==> src/rtl/turbo_pkg.sv <==
// Shared turbo-encoder definitions: FSM states, RSC tap constants and frame defaults.
// Tap vectors are ordered {D1, D2, D3}; the shift register keeps s[0] = D1 .. s[2] = D3.
package turbo_pkg;

   localparam int unsigned DEF_FRAME_LEN = 64;
   localparam int unsigned TAIL_LEN      = 3;

   // Feedback 1 + D^2 + D^3 (13 octal) and feedforward 1 + D + D^3 (15 octal), D1..D3 taps
   localparam logic [2:0] G0_FB = 3'b011;
   localparam logic [2:0] G1_FF = 3'b101;

   typedef enum logic [1:0] {
      StIdle,
      StEncode,
      StTail,
      StFin
   } rsc_state_e;

   // Reorder the shift register {s2, s1, s0} into tap order {D1, D2, D3}
   function automatic logic [2:0] tap_order(input logic [2:0] s);
      return {s[0], s[1], s[2]};
   endfunction

endpackage

==> src/rtl/rsc_trellis_step.sv <==
// One combinational trellis step of the RSC constituent code.
// Shared by both constituent encoders of the turbo path.
module rsc_trellis_step
   import turbo_pkg::*;
(
   input  logic       u_i,
   input  logic [2:0] s_i,
   output logic       a_o,
   output logic       parity_o,
   output logic [2:0] next_s_o
);

   logic [2:0] taps;

   assign taps     = tap_order(s_i);
   assign a_o      = u_i ^ (^(G0_FB & taps));
   assign parity_o = a_o ^ (^(G1_FF & taps));
   assign next_s_o = {s_i[1], s_i[0], a_o};

endmodule

==> src/rtl/rsc_frame_encoder.sv <==
// Frame-level RSC constituent encoder: serial info bits in, registered systematic/parity out.
// Optional trellis termination (3 tail outputs driving the state to zero) is built when
// RSC_TAIL_BITS_EN is defined; otherwise the frame ends unterminated straight after the data.
module rsc_frame_encoder
   import turbo_pkg::*;
#(
   parameter int unsigned FRAME_LEN = DEF_FRAME_LEN,
   parameter int unsigned CNT_W     = 7
) (
   input  logic clk,
   input  logic rst,
   input  logic start,
   input  logic in_valid,
   input  logic in_bit,
   output logic in_ready,
   output logic sys_out,
   output logic par_out,
   output logic out_valid,
   output logic tail_flag,
   output logic out_frame_en,
   output logic done
);

   localparam logic [CNT_W-1:0] LastBit  = CNT_W'(FRAME_LEN - 1);
`ifdef RSC_TAIL_BITS_EN
   localparam logic [CNT_W-1:0] LastTail = CNT_W'(TAIL_LEN - 1);
`endif

   rsc_state_e       state_q, state_d;
   logic [2:0]       s_q, s_d;
   logic [CNT_W-1:0] cnt_q, cnt_d;
   logic             sys_q, sys_d;
   logic             par_q, par_d;
   logic             valid_q, valid_d;
   logic             tail_q, tail_d;
   logic             frame_en_q, frame_en_d;
   logic             done_q, done_d;

   logic             step_u;
   logic             step_a;
   logic             step_par;
   logic [2:0]       step_ns;
   logic             unused_step_a;

   // Termination input cancels the feedback so the register shifts in zeros
   assign step_u = (state_q == StTail) ? (s_q[1] ^ s_q[2]) : in_bit;

   rsc_trellis_step u_step (
      .u_i      (step_u),
      .s_i      (s_q),
      .a_o      (step_a),
      .parity_o (step_par),
      .next_s_o (step_ns)
   );

   // Feedback node is only consumed through next_s
   assign unused_step_a = step_a;

   // Next-state, trellis update and registered-output decode
   always_comb begin
      state_d    = state_q;
      s_d        = s_q;
      cnt_d      = cnt_q;
      sys_d      = 1'b0;
      par_d      = 1'b0;
      valid_d    = 1'b0;
      tail_d     = 1'b0;
      frame_en_d = frame_en_q;
      done_d     = 1'b0;
      case (state_q)
         StIdle: begin
            if (start) begin
               state_d    = StEncode;
               s_d        = '0;
               cnt_d      = '0;
               frame_en_d = 1'b0;
            end
         end
         StEncode: begin
            if (in_valid) begin
               s_d        = step_ns;
               sys_d      = in_bit;
               par_d      = step_par;
               valid_d    = 1'b1;
               frame_en_d = 1'b1;
               if (cnt_q == LastBit) begin
                  cnt_d = '0;
`ifdef RSC_TAIL_BITS_EN
                  state_d = StTail;
`else
                  state_d = StFin;
`endif
               end else begin
                  cnt_d = cnt_q + CNT_W'(1);
               end
            end
         end
`ifdef RSC_TAIL_BITS_EN
         StTail: begin
            s_d        = step_ns;
            sys_d      = step_u;
            par_d      = step_par;
            valid_d    = 1'b1;
            tail_d     = 1'b1;
            frame_en_d = 1'b1;
            if (cnt_q == LastTail) begin
               cnt_d   = '0;
               state_d = StFin;
            end else begin
               cnt_d = cnt_q + CNT_W'(1);
            end
         end
`endif
         StFin: begin
            done_d  = 1'b1;
            state_d = StIdle;
         end
         default: begin
            state_d = StIdle;
         end
      endcase
   end

   // State and output registers with synchronous reset
   always_ff @(posedge clk) begin
      if (rst) begin
         state_q    <= StIdle;
         s_q        <= '0;
         cnt_q      <= '0;
         sys_q      <= 1'b0;
         par_q      <= 1'b0;
         valid_q    <= 1'b0;
         tail_q     <= 1'b0;
         frame_en_q <= 1'b0;
         done_q     <= 1'b0;
      end else begin
         state_q    <= state_d;
         s_q        <= s_d;
         cnt_q      <= cnt_d;
         sys_q      <= sys_d;
         par_q      <= par_d;
         valid_q    <= valid_d;
         tail_q     <= tail_d;
         frame_en_q <= frame_en_d;
         done_q     <= done_d;
      end
   end

   assign in_ready     = (state_q == StEncode);
   assign sys_out      = sys_q;
   assign par_out      = par_q;
   assign out_valid    = valid_q;
   assign tail_flag    = tail_q;
   assign out_frame_en = frame_en_q;
   assign done         = done_q;

endmodule

==> config.mk <==
export PLATFORM = sky130hd
export DESIGN_NAME = rsc_frame_encoder
export DESIGN_NICKNAME = d
export VERILOG_FILES = /design/src/rtl/turbo_pkg.sv /design/src/rtl/rsc_trellis_step.sv /design/src/rtl/rsc_frame_encoder.sv
export SDC_FILE = /design/constraint.sdc
export NUM_CORES = 1
export LEC_CHECK = 0
export CAP_MARGIN = 20
export CORE_MARGIN = 2
export CORE_UTILIZATION = 30
export CTS_CLUSTER_DIAMETER = 200
export DETAILED_ROUTE_END_ITERATION = 12
export SETUP_SLACK_MARGIN = 0.15
export SLEW_MARGIN = 25
export SYNTH_ARGS = -nofsm -noshare
export SYNTH_HDL_FRONTEND = slang
export SYNTH_SLANG_ARGS = --single-unit
==> constraint.sdc <==
create_clock -name clk -period 3 [get_ports clk]
set_input_delay 0.45 -clock clk [delete_from_list [all_inputs] [get_ports clk]]
set_output_delay 0.45 -clock clk [all_outputs]
set_load 0.01 [all_outputs]
==> impl_results.html, run 1 <==
<table>
<tr><th>Metric</th><th>Value</th></tr>
<tr><th colspan="2">Outcome</th></tr>
<tr><td>Outcome</td><td>completed</td></tr>
<tr><th colspan="2">Drt</th></tr>
<tr><td>Post-detailed-route count of antenna-violating nets</td><td>0</td></tr>
<tr><td>Post-detailed-route wirelength per cell</td><td>10.8 um</td></tr>
<tr><td>Number of vias after detailed routing</td><td>501</td></tr>
<tr><td>DR top layer</td><td>met4</td></tr>
<tr><td>Met1 wire length</td><td>551 um</td></tr>
<tr><td>DR pass1 iterations</td><td>1</td></tr>
<tr><td>Violation count after the first detailed-route iteration</td><td>0</td></tr>
<tr><td>Final wirelength</td><td>1200 um</td></tr>
<tr><td>Met3 Wirelength</td><td>75 um</td></tr>
<tr><td>Vias/cell</td><td>4.51</td></tr>
<tr><td>Detail Route met2 WL</td><td>552 um</td></tr>
<tr><td>DRC</td><td>0</td></tr>
<tr><th colspan="2">Timing</th></tr>
<tr><td>Setup Viol. Count Final</td><td>0</td></tr>
<tr><td>Portion of the clock cycle consumed by the worst path in the final layout</td><td>69.5%</td></tr>
<tr><td>Clock period minus worst slack</td><td>2.08 ns</td></tr>
<tr><td>RSZ-0062 raised after global routing</td><td>no</td></tr>
<tr><td>Final-report max-slew violation count</td><td>0</td></tr>
<tr><td>Post-Route Skew</td><td>0.000660 ns</td></tr>
<tr><td>Worst hold margin</td><td>0.462 ns</td></tr>
<tr><td>Hold violation count in the final report</td><td>0</td></tr>
<tr><td>Achievable clock frequency</td><td>0.480 GHz</td></tr>
<tr><td>Total negative slack</td><td>0 ns</td></tr>
<tr><th colspan="2">Die</th></tr>
<tr><td>Number of top-level pins</td><td>12</td></tr>
<tr><td>Floorplan core area</td><td>2230 sq um</td></tr>
<tr><td>Die W</td><td>53.1 um</td></tr>
<tr><td>DIE AREA</td><td>2810 sq um</td></tr>
<tr><td>Core Rows</td><td>17</td></tr>
<tr><td>Die span in y</td><td>53.1 um</td></tr>
<tr><td>Initial core utilization</td><td>32.3%</td></tr>
<tr><th colspan="2">Power and ir drop</th></tr>
<tr><td>Internal cell power</td><td>0.000301 W</td></tr>
<tr><td>Net load switching power</td><td>0.000101 W</td></tr>
<tr><td>Gate power share</td><td>10.3%</td></tr>
<tr><td>Power per Cell Area</td><td>465 nW/um^2</td></tr>
<tr><td>Clock network fraction of design power</td><td>31.4%</td></tr>
<tr><td>Maximum VDD drop</td><td>0.000304 V</td></tr>
<tr><td>Sw frac</td><td>25.1%</td></tr>
<tr><td>Leakage power figure</td><td>0.330 nW</td></tr>
<tr><td>Share of power burned in registers</td><td>58.2%</td></tr>
<tr><th colspan="2">Clocking</th></tr>
<tr><td>Clock tree from TritonCTS</td><td>built</td></tr>
<tr><td># clock sinks</td><td>17</td></tr>
<tr><td>Clock tree buffer depth</td><td>2</td></tr>
<tr><td>Clock transition at the registers of the reported paths</td><td>0.10 ns</td></tr>
<tr><td>Buffer type at the clock tree root</td><td>sky130_fd_sc_hd__clkbuf_4</td></tr>
<tr><td>Htree depth</td><td>1</td></tr>
<tr><td>Insertion delay of the later-clocked pin in the worst-skew pair</td><td>0.30 ns</td></tr>
<tr><td>Number of clock buffers inserted by TritonCTS</td><td>3</td></tr>
<tr><td>Hold bufs inserted after CTS</td><td>0</td></tr>
<tr><td>Setup Fix Bufs, Post-CTS</td><td>0</td></tr>
<tr><td>CTS-repair resized insts</td><td>0</td></tr>
<tr><th colspan="2">Global route</th></tr>
<tr><td>First-pass GRT wire length</td><td>2140 um</td></tr>
<tr><td>Number of global-route vias before repair</td><td>492</td></tr>
<tr><td>Maximum number of pins on one net before global-route repair</td><td>11</td></tr>
<tr><td>Total global routing overflow</td><td>0</td></tr>
<tr><td>Antenna violations before repair</td><td>0</td></tr>
<tr><td>Global Route Usage Sum</td><td>10.9%</td></tr>
<tr><th colspan="2">Run</th></tr>
<tr><td>Max-cap violation count</td><td>0</td></tr>
<tr><th colspan="2">Critical path</th></tr>
<tr><td>Kind of critical path</td><td>reg -&gt; out</td></tr>
<tr><td>Data arrival time of the worst path</td><td>1.63 ns</td></tr>
<tr><td>Critical path capture point type</td><td>output port</td></tr>
<tr><td>Ordered cell list for the critical path</td><td>nor2b_4 &gt; clkdlybuf4s50_1</td></tr>
<tr><td>Startpoint of the most critical register-to-register path</td><td>cnt_q[0]</td></tr>
<tr><td>Req. time, crit path</td><td>2.55 ns</td></tr>
<tr><td>End of the worst register-to-register path</td><td>cnt_q[2]</td></tr>
<tr><td>Depth of the worst register-to-register path</td><td>5</td></tr>
<tr><td>Critical Path Fanout Max</td><td>8</td></tr>
<tr><td>Slowest stage cell on the critical path</td><td>sky130_fd_sc_hd__clkdlybuf4s50_1</td></tr>
<tr><td>Largest incremental delay on the critical path</td><td>0.55 ns</td></tr>
<tr><td>Startpoint class of the critical path</td><td>flip-flop</td></tr>
<tr><td>Setup slack of the most critical reg-to-reg path</td><td>1.50 ns</td></tr>
<tr><th colspan="2">Synth</th></tr>
<tr><td>Gate count of the mapped netlist</td><td>71</td></tr>
<tr><td>Synthesis Warnings</td><td>0</td></tr>
<tr><td>Post-synthesis sequential area ratio</td><td>47.1%</td></tr>
<tr><td>Synthesized net count</td><td>77</td></tr>
<tr><td>Mean post-synth cell area</td><td>10.2 sq um</td></tr>
<tr><td>Unique masters post-synth</td><td>28</td></tr>
<tr><td>Synth Register Bits</td><td>17</td></tr>
<tr><td>Syn Std Cell Area</td><td>722 sq um</td></tr>
<tr><th colspan="2">Worst hold path</th></tr>
<tr><td>Hold path start</td><td>out_frame_en</td></tr>
<tr><td>Cell depth of the worst min-delay path</td><td>2</td></tr>
<tr><td>Type of the worst min-delay path</td><td>reg -&gt; reg</td></tr>
<tr><td>Worst hold endpoint</td><td>out_frame_en</td></tr>
<tr><th colspan="2">Placed design</th></tr>
<tr><td>Weighted congestion reported at the end of routability-driven placement</td><td>0.739</td></tr>
<tr><td>Count of input and output buffers</td><td>10</td></tr>
<tr><th colspan="2">Final layout</th></tr>
<tr><td>Ratio of cells with drive above 1 in the final layout</td><td>13.3%</td></tr>
<tr><td>ANT cells</td><td>0</td></tr>
<tr><td>Synthesis-to-layout area growth</td><td>19.9%</td></tr>
<tr><td>Nets</td><td>90</td></tr>
</table>
-- flip-flops by register name, summed over array words and instances (netlist names) --
register      cells
cnt_q             7
out_frame_en      1
sys_out           1
done              1
out_valid         1
state_q           2
s_q               3
par_out           1
-- critical path, delay by kind of cell, from the launching register on --
family                 cells  cell delay (ns)
DFF                        1             0.52
and+or+nand+nor            1             0.26
buffers and inverters      1             0.55
-- per-layer routing --
layer  vias up  track usage (%)
met1       222             12.6
met5         -                0
met2        11             17.1
met3         4             5.08
met4         0             5.13
li1        264                -
-- how the worst max path moves through the flow --
stage | from | endpoint | slack, ns | depth (start not counted)
2_1_floorplan | cnt_q[0] | cnt_q[2] | 1.70 | 5
3_3_place_gp | rst | s_q[2] | 1.21 | 5
4_1_cts | state_q[0] | in_ready | 0.90 | 2
6_report | state_q[0] | in_ready | 0.92 | 2
5_1_grt | state_q[0] | in_ready | 0.84 | 2
3_5_place_dp | rst | s_q[2] | 1.20 | 5
-- cell families (layout without fill, tap and decap cells) --
group                    Yosys count  in the layout  synth area share, %
AO/OA/AOI/OAI                     10             10                 12.3
XOR/XNOR                           7              7                 8.49
adder cells (fa/ha/maj)            1              1                 1.73
buffers and inverters              5             17                 4.16
flip-flops                        17             17                 47.1
multiplexers                       2              2                 3.99
other                              1              1                0.519
AND/OR/NAND/NOR                   28             28                 21.7
-- power by group through the flow --
stage	Sequential [W]	Clock [W]	Combinational, W
finish	0.000234	0.000126	0.0000415
global route	0.000235	0.000143	0.0000457
CTS	0.000234	0.000134	0.0000421
detailed placement	0.000239	0	0.0000418
global placement	0.000239	0	0.0000420
floorplan	0.000238	0	0.0000290
-- placed cells by master (no fill, tap or decap), drive strengths merged, types with 2 or more instances in the layout --
cell           Yosys  routed
xor2               3       3
nand3              4       4
nor2               9       9
nand4b             3       3
nand2              4       4
and3               3       3
dfxtp             17      17
clkbuf             0       3
xnor2              4       4
inv                3       3
clkdlybuf4s50      0      10
nor3               2       2
o21ai              3       3
a21oi              3       3
a22o               2       2
-- Yosys cell counts --
cell type,count,area share [%]
sky130_fd_sc_hd__xor2_1,3,3.6
sky130_fd_sc_hd__nand2_1,4,2.1
sky130_fd_sc_hd__a21oi_4,1,2.3
sky130_fd_sc_hd__nand4b_1,3,3.6
sky130_fd_sc_hd__inv_1,3,1.6
sky130_fd_sc_hd__a22o_1,2,2.4
sky130_fd_sc_hd__o21ai_0,2,1.4
sky130_fd_sc_hd__a21oi_1,2,1.4
sky130_fd_sc_hd__nor2b_4,1,1.9
sky130_fd_sc_hd__nand3_1,3,2.1
sky130_fd_sc_hd__and3_1,2,1.7
sky130_fd_sc_hd__and3_2,1,1.0
sky130_fd_sc_hd__a211o_1,1,1.2
sky130_fd_sc_hd__nor2_1,9,4.7
sky130_fd_sc_hd__nand4_1,1,0.87
sky130_fd_sc_hd__and2_1,1,0.87
sky130_fd_sc_hd__mux2i_2,1,1.9
sky130_fd_sc_hd__buf_4,1,1.0
sky130_fd_sc_hd__ha_1,1,1.7
sky130_fd_sc_hd__buf_6,1,1.6
sky130_fd_sc_hd__o21ai_1,1,0.69
sky130_fd_sc_hd__nand3_2,1,1.4
sky130_fd_sc_hd__xnor2_1,4,4.9
sky130_fd_sc_hd__conb_1,1,0.52
sky130_fd_sc_hd__a31oi_4,1,2.9
sky130_fd_sc_hd__nor3_1,2,1.4
sky130_fd_sc_hd__dfxtp_1,17,47
sky130_fd_sc_hd__mux2_4,1,2.1
-- stage by stage --
stage / utilization (%) / setup WS (ns) / total power (W) / instance area (sq um) / instances
2_1_floorplan: - / 1.70 / 0.000267 / 722 / 71
3_3_place_gp: 37.5 / 1.21 / 0.000281 / 838 / 107
3_5_place_dp: 37.5 / 1.20 / 0.000281 / 838 / 107
4_1_cts: 38.8 / 0.903 / 0.000410 / 866 / 111
5_1_grt: 38.8 / 0.845 / 0.000423 / 866 / 111
6_report: 38.8 / 0.916 / 0.000402 / 866 / 111
-- final cells by class --
| cell class | instances | area (sq um) |
|---|---|---|
| clock buffers | 3 | 22.5 |
| well taps | 28 | 35.0 |
| multi-input cells | 49 | 352 |
| inverters | 3 | 11.3 |
| flip-flops and latches | 17 | 340 |
| repair buffers | 10 | 100 |
| clock inverters | 1 | 5.00 |
| fillers | 227 | 1370 |
Note: power is estimated with default switching activity, not from simulation.
==> inputs of run 2 (changes only) <==
Clock period 3 ns to 1.7 ns, I/O delays scaled along.
==> run 2 against run 1 <==
Against the previous run: wire length decreased by 2.2%; via count up 2.4%; clock power is 65% higher; largest power group unchanged; highest routed layer unchanged.
==> impl_results.html, run 2 (synthesis gave the netlist of run 1 again) <==
<table>
<tr><th>Metric</th><th>Value</th></tr>
<tr><th colspan="2">Die</th></tr>
<tr><td>Initial core utilization</td><td>32.3%</td></tr>
<tr><td>DIE AREA</td><td>2810 sq um</td></tr>
<tr><td>Floorplan core area</td><td>2230 sq um</td></tr>
<tr><td>Number of top-level pins</td><td>12</td></tr>
<tr><td>Die W</td><td>53.1 um</td></tr>
<tr><td>Die span in y</td><td>53.1 um</td></tr>
<tr><td>Core Rows</td><td>17</td></tr>
<tr><th colspan="2">Critical path</th></tr>
<tr><td>Startpoint class of the critical path</td><td>flip-flop</td></tr>
<tr><td>Ordered cell list for the critical path</td><td>ha_1 &gt; and3_1 &gt; nand4b_1 &gt; a31oi_4 &gt; nor2_1</td></tr>
<tr><td>Req. time, crit path</td><td>1.88 ns</td></tr>
<tr><td>Data arrival time of the worst path</td><td>1.62 ns</td></tr>
<tr><td>Critical Path Fanout Max</td><td>4</td></tr>
<tr><td>Slowest stage cell on the critical path</td><td>sky130_fd_sc_hd__dfxtp_2</td></tr>
<tr><td>Critical path capture point type</td><td>flip-flop</td></tr>
<tr><td>End of the worst register-to-register path</td><td>cnt_q[4]</td></tr>
<tr><td>Depth of the worst register-to-register path</td><td>5</td></tr>
<tr><td>Kind of critical path</td><td>reg -&gt; reg</td></tr>
<tr><td>Startpoint of the most critical register-to-register path</td><td>cnt_q[0]</td></tr>
<tr><td>Largest incremental delay on the critical path</td><td>0.36 ns</td></tr>
<tr><td>Setup slack of the most critical reg-to-reg path</td><td>0.26 ns</td></tr>
<tr><th colspan="2">Final layout</th></tr>
<tr><td>Largest register by flop count</td><td>cnt_q</td></tr>
<tr><td>Largest regs</td><td>cnt_q (7), s_q (3), state_q (2)</td></tr>
<tr><td>Flip-flop count of the largest register, all copies and words added</td><td>7</td></tr>
<tr><td>Core occupancy in the finished layout</td><td>39.5%</td></tr>
<tr><td>Filler-free cell count of the finished design</td><td>113</td></tr>
<tr><td>Leading cell types in the layout, fill and taps excluded</td><td>sky130_fd_sc_hd__dfxtp_1 (14), sky130_fd_sc_hd__nor2_1 (9), sky130_fd_sc_hd__clkdlybuf4s50_1 (9), sky130_fd_sc_hd__xnor2_1 (4), sky130_fd_sc_hd__nand2_1 (4)</td></tr>
<tr><td>Ratio of cells with drive above 1 in the final layout</td><td>17.6%</td></tr>
<tr><td>ANT cells</td><td>0</td></tr>
<tr><td>Commonest non-fill, non-tap cell in the layout</td><td>sky130_fd_sc_hd__dfxtp_1</td></tr>
<tr><td>Synthesis-to-layout area growth</td><td>22.2%</td></tr>
<tr><td>Nets</td><td>92</td></tr>
<tr><th colspan="2">Global route</th></tr>
<tr><td>Global Route Usage Sum</td><td>9.76%</td></tr>
<tr><td>Antenna violations before repair</td><td>0</td></tr>
<tr><td>First-pass GRT wire length</td><td>1950 um</td></tr>
<tr><td>Number of global-route vias before repair</td><td>465</td></tr>
<tr><td>Maximum number of pins on one net before global-route repair</td><td>10</td></tr>
<tr><td>Global routing met2 resource utilization</td><td>15.2%</td></tr>
<tr><td>Total global routing overflow</td><td>0</td></tr>
<tr><td>Global route hottest layer</td><td>met2</td></tr>
<tr><td>Met1 demand-to-capacity share in global routing</td><td>11.7%</td></tr>
<tr><td>Global routing usage on met3</td><td>2.54%</td></tr>
<tr><th colspan="2">Timing</th></tr>
<tr><td>Clock period minus worst slack</td><td>1.44 ns</td></tr>
<tr><td>Setup Viol. Count Final</td><td>0</td></tr>
<tr><td>Hold violation count in the final report</td><td>0</td></tr>
<tr><td>Post-Route Skew</td><td>0.00566 ns</td></tr>
<tr><td>Achievable clock frequency</td><td>0.693 GHz</td></tr>
<tr><td>Portion of the clock cycle consumed by the worst path in the final layout</td><td>84.9%</td></tr>
<tr><td>Worst hold margin</td><td>0.449 ns</td></tr>
<tr><td>Final-report max-slew violation count</td><td>0</td></tr>
<tr><td>Total negative slack</td><td>0 ns</td></tr>
<tr><td>RSZ-0062 raised after global routing</td><td>no</td></tr>
<tr><th colspan="2">Worst hold path</th></tr>
<tr><td>Hold path start</td><td>out_frame_en</td></tr>
<tr><td>Cell depth of the worst min-delay path</td><td>2</td></tr>
<tr><td>Worst hold endpoint</td><td>out_frame_en</td></tr>
<tr><td>Type of the worst min-delay path</td><td>reg -&gt; reg</td></tr>
<tr><th colspan="2">Drt</th></tr>
<tr><td>Vias/cell</td><td>4.54</td></tr>
<tr><td>DRC</td><td>0</td></tr>
<tr><td>Violation count after the first detailed-route iteration</td><td>5</td></tr>
<tr><td>Post-detailed-route count of antenna-violating nets</td><td>0</td></tr>
<tr><td>Number of vias after detailed routing</td><td>513</td></tr>
<tr><td>Final wirelength</td><td>1180 um</td></tr>
<tr><td>DR pass1 iterations</td><td>4</td></tr>
<tr><td>Post-detailed-route wirelength per cell</td><td>10.4 um</td></tr>
<tr><th colspan="2">Clocking</th></tr>
<tr><td>Number of clock buffers inserted by TritonCTS</td><td>3</td></tr>
<tr><td># clock sinks</td><td>17</td></tr>
<tr><td>Htree depth</td><td>1</td></tr>
<tr><td>Buffer type at the clock tree root</td><td>sky130_fd_sc_hd__clkbuf_4</td></tr>
<tr><td>Clock tree from TritonCTS</td><td>built</td></tr>
<tr><td>Insertion delay of the later-clocked pin in the worst-skew pair</td><td>0.28 ns</td></tr>
<tr><td>Clock transition at the registers of the reported paths</td><td>0.10 ns</td></tr>
<tr><td>Hold bufs inserted after CTS</td><td>0</td></tr>
<tr><td>Clock tree buffer depth</td><td>2</td></tr>
<tr><th colspan="2">Placed design</th></tr>
<tr><td>Count of input and output buffers</td><td>10</td></tr>
<tr><td>Cell Count Post-Placement</td><td>109</td></tr>
<tr><td>Weighted congestion reported at the end of routability-driven placement</td><td>0.748</td></tr>
<tr><td>HPWL reported at the end of detailed placement</td><td>907 um</td></tr>
<tr><th colspan="2">Run</th></tr>
<tr><td>Max-cap violation count</td><td>0</td></tr>
<tr><th colspan="2">Power and ir drop</th></tr>
<tr><td>Leakage power figure</td><td>0.341 nW</td></tr>
<tr><td>Power per Cell Area</td><td>790 nW/um^2</td></tr>
<tr><td>Maximum VDD drop</td><td>0.000418 V</td></tr>
<tr><th colspan="2">Outcome</th></tr>
<tr><td>Outcome</td><td>completed</td></tr>
</table>
==> run 2: cell types whose count changed in the layout (fill, tap and decap cells not counted) <==
| cell | delta |
|---|---|
| sky130_fd_sc_hd__clkinv_2 | -1 |
| sky130_fd_sc_hd__clkdlybuf4s50_1 | -1 |
| sky130_fd_sc_hd__buf_4 | +2 |
| sky130_fd_sc_hd__dfxtp_1 | -3 |
| sky130_fd_sc_hd__dfxtp_2 | +3 |
| sky130_fd_sc_hd__clkbuf_1 | +1 |
| sky130_fd_sc_hd__dlygate4sd2_1 | +1 |
==> run 2: worst max path at each step <==
stage	startpoint	to	slack [ns]	cells past startpoint
floorplan	cnt_q[0]	cnt_q[2]	0.40	5
global placement	in_valid	cnt_q[3]	0.21	5
detailed placement	start	cnt_q[3]	0.17	5
CTS	cnt_q[0]	cnt_q[3]	0.20	5
global route	cnt_q[0]	cnt_q[3]	0.17	5
finish	cnt_q[0]	cnt_q[4]	0.26	5
==> run 2: critical path, delay by kind of cell (launching register included) <==
kind	cells	cell delay [ns]
flops	1	0.36
simple gates	3	0.55
compound gates	1	0.28
fa+ha+maj	1	0.16
==> run 2: stage by stage <==
step | instance area [sq um] | total power [W] | setup WS [ns]
finish | 882 | 0.000697 | 0.256
floorplan | 722 | 0.000471 | 0.395
global placement | 853 | 0.000499 | 0.206
CTS | 880 | 0.000704 | 0.203
global route | 882 | 0.000733 | 0.168
detailed placement | 853 | 0.000499 | 0.173
==> run 2: layout make-up <==
type	count	area [sq um]
clock buffer	4	26.3
timing repair buffer	12	114
multi-input combinational	49	352
inverter	3	11.3
sequential	17	344
tap	28	35.0
fill	234	1350
==> run 2: layer usage <==
metal  share of wire [%]  vias up
li1                    -      269
met1                  50      230
met2                  44       12
met3                 4.8        2
met4                 1.4        0
met5                   0        -
==> run 2: what timing repair did <==
action	in CTS	in global routing
endpoints found under the hold margin	0	0
pin swaps	0	2
gates resized for setup	2	2
setup endpoints to repair	1	4
setup buffers	0	0
==> run 2: where the power goes <==
part	internal, W	switching (W)	leakage, nW
sequential	0.000406	0.00000417	0.139
clock	0.0000910	0.000117	0.0150
combinational	0.0000409	0.0000376	0.187
==> inputs of run 3 (changes only) <==
Clock period 1.7 ns to 1.18 ns, I/O delays scaled along.
==> run 3 against run 2 <==
Against the previous run: the run now ends with negative setup slack left; first-iteration DRC count decreased by 20%; non-clock buffer count increased by 15; count of clock-buffer cells in the layout decreased by 1; clock skew decreased by 0.0041 ns; die area unchanged; setup slack got worse by 0.37 ns; final cell count increased by 13%; critical path depth increased by 1; wire length increased by 21%; register-to-register slack got worse by 0.37 ns; flip-flop and latch count unchanged; critical path type unchanged.
==> impl_results.html, run 3 (synthesis gave the netlist of run 1 again) <==
<table>
<tr><th>Metric</th><th>Value</th></tr>
<tr><th colspan="2">Outcome</th></tr>
<tr><td>Outcome</td><td>finished, violations left</td></tr>
<tr><td>Failing checks</td><td>negative setup slack</td></tr>
<tr><th colspan="2">Final layout</th></tr>
<tr><td>Sequential cell area in the final layout</td><td>350 sq um</td></tr>
<tr><td>ANT cells</td><td>0</td></tr>
<tr><td>Largest register by flop count</td><td>cnt_q</td></tr>
<tr><td>Fill cells</td><td>216</td></tr>
<tr><td>Synthesis-to-layout area growth</td><td>46.6%</td></tr>
<tr><td>Multi-input gate area</td><td>413 sq um</td></tr>
<tr><td>Largest regs</td><td>cnt_q (7), s_q (3), state_q (2)</td></tr>
<tr><td>Nets</td><td>107</td></tr>
<tr><td>Ratio of cells with drive above 1 in the final layout</td><td>50.0%</td></tr>
<tr><td>Flip-flop count of the largest register, all copies and words added</td><td>7</td></tr>
<tr><td>Commonest non-fill, non-tap cell in the layout</td><td>sky130_fd_sc_hd__buf_4</td></tr>
<tr><td>Core occupancy in the finished layout</td><td>47.4%</td></tr>
<tr><td>Leading cell types in the layout, fill and taps excluded</td><td>sky130_fd_sc_hd__buf_4 (13), sky130_fd_sc_hd__dfxtp_1 (11), sky130_fd_sc_hd__nor2_1 (7), sky130_fd_sc_hd__dfxtp_2 (5), sky130_fd_sc_hd__buf_6 (5)</td></tr>
<tr><th colspan="2">Clocking</th></tr>
<tr><td>Insertion delay of the later-clocked pin in the worst-skew pair</td><td>0.29 ns</td></tr>
<tr><td>Clock tree from TritonCTS</td><td>built</td></tr>
<tr><td>Clock transition at the registers of the reported paths</td><td>0.10 ns</td></tr>
<tr><td>Clock tree buffer depth</td><td>2</td></tr>
<tr><td>Buffer type at the clock tree root</td><td>sky130_fd_sc_hd__clkbuf_4</td></tr>
<tr><td># clock sinks</td><td>17</td></tr>
<tr><td>Htree depth</td><td>1</td></tr>
<tr><td>Number of clock buffers inserted by TritonCTS</td><td>3</td></tr>
<tr><th colspan="2">Die</th></tr>
<tr><td>Core Rows</td><td>17</td></tr>
<tr><td>Floorplan core area</td><td>2230 sq um</td></tr>
<tr><td>Die span in y</td><td>53.1 um</td></tr>
<tr><td>Initial core utilization</td><td>32.3%</td></tr>
<tr><td>Number of top-level pins</td><td>12</td></tr>
<tr><td>DIE AREA</td><td>2810 sq um</td></tr>
<tr><td>Die W</td><td>53.1 um</td></tr>
<tr><th colspan="2">Timing</th></tr>
<tr><td>Portion of the clock cycle consumed by the worst path in the final layout</td><td>109%</td></tr>
<tr><td>Post-Route Skew</td><td>0.00152 ns</td></tr>
<tr><td>Final-report max-slew violation count</td><td>0</td></tr>
<tr><td>RSZ-0062 raised after global routing</td><td>yes</td></tr>
<tr><td>Hold violation count in the final report</td><td>0</td></tr>
<tr><td>Achievable clock frequency</td><td>0.775 GHz</td></tr>
<tr><td>Worst setup margin</td><td>-0.110 ns</td></tr>
<tr><td>Setup Viol. Count Final</td><td>10</td></tr>
<tr><td>Clock period minus worst slack</td><td>1.29 ns</td></tr>
<tr><th colspan="2">Drt</th></tr>
<tr><td>DR pass1 iterations</td><td>4</td></tr>
<tr><td>Post-detailed-route wirelength per cell</td><td>11.1 um</td></tr>
<tr><td>Final wirelength</td><td>1430 um</td></tr>
<tr><td>Vias/cell</td><td>4.57</td></tr>
<tr><td>DRC</td><td>0</td></tr>
<tr><td>Violation count after the first detailed-route iteration</td><td>4</td></tr>
<tr><td>Post-detailed-route count of antenna-violating nets</td><td>0</td></tr>
<tr><td>Number of vias after detailed routing</td><td>585</td></tr>
<tr><th colspan="2">Critical path</th></tr>
<tr><td>CP bufs+invs</td><td>1</td></tr>
<tr><td>Startpoint of the most critical register-to-register path</td><td>cnt_q[1]</td></tr>
<tr><td>Largest incremental delay on the critical path</td><td>0.37 ns</td></tr>
<tr><td>Ordered cell list for the critical path</td><td>ha_4 &gt; and3_4 &gt; nand4b_1 &gt; buf_6 &gt; a31oi_4 &gt; nor2_1</td></tr>
<tr><td>Data arrival time of the worst path</td><td>1.48 ns</td></tr>
<tr><td>Slowest stage cell on the critical path</td><td>sky130_fd_sc_hd__dfxtp_2</td></tr>
<tr><td>Req. time, crit path</td><td>1.37 ns</td></tr>
<tr><td>CP delay by family, top</td><td>flip-flops</td></tr>
<tr><td>Kind of critical path</td><td>reg -&gt; reg</td></tr>
<tr><td>Startpoint class of the critical path</td><td>flip-flop</td></tr>
<tr><td>Critical path capture point type</td><td>flip-flop</td></tr>
<tr><td>Worst setup path startpoint</td><td>cnt_q[1]</td></tr>
<tr><td>Critical Path Fanout Max</td><td>4</td></tr>
<tr><th colspan="2">Run</th></tr>
<tr><td>Max-cap violation count</td><td>0</td></tr>
<tr><th colspan="2">Placed design</th></tr>
<tr><td>HPWL reported at the end of detailed placement</td><td>1070 um</td></tr>
<tr><td>Count of input and output buffers</td><td>10</td></tr>
<tr><td>Weighted congestion reported at the end of routability-driven placement</td><td>0.710</td></tr>
<tr><th colspan="2">Worst hold path</th></tr>
<tr><td>Type of the worst min-delay path</td><td>reg -&gt; reg</td></tr>
<tr><td>Hold path start</td><td>out_frame_en</td></tr>
<tr><th colspan="2">Global route</th></tr>
<tr><td>Global Route Usage Sum</td><td>12.7%</td></tr>
<tr><td>First-pass GRT wire length</td><td>2580 um</td></tr>
<tr><td>Maximum number of pins on one net before global-route repair</td><td>11</td></tr>
<tr><td>Number of global-route vias before repair</td><td>616</td></tr>
<tr><td>Antenna violations before repair</td><td>0</td></tr>
<tr><td>Total global routing overflow</td><td>0</td></tr>
<tr><th colspan="2">Power and ir drop</th></tr>
<tr><td>Maximum VDD drop</td><td>0.000815 V</td></tr>
<tr><td>Power per Cell Area</td><td>994 nW/um^2</td></tr>
<tr><td>Leakage power figure</td><td>0.432 nW</td></tr>
<tr><td>Post-layout power</td><td>0.00105 W</td></tr>
</table>
run 3: cell count changes in the layout (fill, tap and decap cells not counted), moves of 3 or more:
cell and change:
sky130_fd_sc_hd__dfxtp_1 -3, sky130_fd_sc_hd__buf_6 +5, sky130_fd_sc_hd__buf_2 +3, sky130_fd_sc_hd__buf_4 +11
sky130_fd_sc_hd__clkdlybuf4s50_1 -5
run 3: path summary, 6_finish.rpt:
check	end	slack, ns	cells after the start
setup / recovery	cnt_q[2]	-0.11	6
hold / removal	out_frame_en	0.44	2
setup reg to reg	cnt_q[2]	-0.11	6
hold reg to reg	out_frame_en	0.44	2
run 3: cell type report:
cell class                      count  area share, %
Multi-Input combinational cell     49           39.0
Sequential cell                    17           33.1
Timing Repair Buffer               27           20.7
Tap cell                           28           3.31
Clock buffer                        3           2.13
Inverter                            3           1.30
Clock inverter                      1          0.473
run 3: worst register-to-register path, stage by stage, from the launching register on:
cell	delay, ns
sky130_fd_sc_hd__dfxtp_2	0.37
sky130_fd_sc_hd__ha_4	0.13
sky130_fd_sc_hd__and3_4	0.19
sky130_fd_sc_hd__nand4b_1	0.11
sky130_fd_sc_hd__buf_6	0.15
sky130_fd_sc_hd__a31oi_4	0.17
sky130_fd_sc_hd__nor2_1	0.07
run 3: what timing repair did:
item,CTS,global route
endpoints found under the setup margin,20,19
pin swaps,6,5
buffers inserted,5,0
hold buffers,0,0
gates resized for setup,33,9
run 3: per-layer routing:
metal  share of wire [%]  global-route usage, %  vias to the layer above
met4                 1.5                   5.13                        0
met1                  44                   14.5                      268
met3                 4.7                   2.82                        2
met5                   0                      0                        -
li1                    -                      -                      298
met2                  49                   22.7                       17
run 3: metrics by stage:
step           TNS, ns  instance area (sq um)  instances  hold WS [ns]  worst slack, ns
6_report        -0.542                   1060        128         0.443           -0.110
5_1_grt          -1.22                   1060        128         0.485           -0.193
4_1_cts         -0.539                   1070        128         0.453           -0.111
3_5_place_dp     -2.55                    955        119         0.438           -0.245
3_3_place_gp     -2.18                    955        119         0.434           -0.209
2_1_floorplan   -0.141                    748         71         0.239          -0.0321
run 3: power by group:
part,switching (W),internal [W]
Combinational,0.0000680,0.0000791
Clock,0.000185,0.000126
Sequential,0.00000970,0.000585
Total,0.000262,0.000790
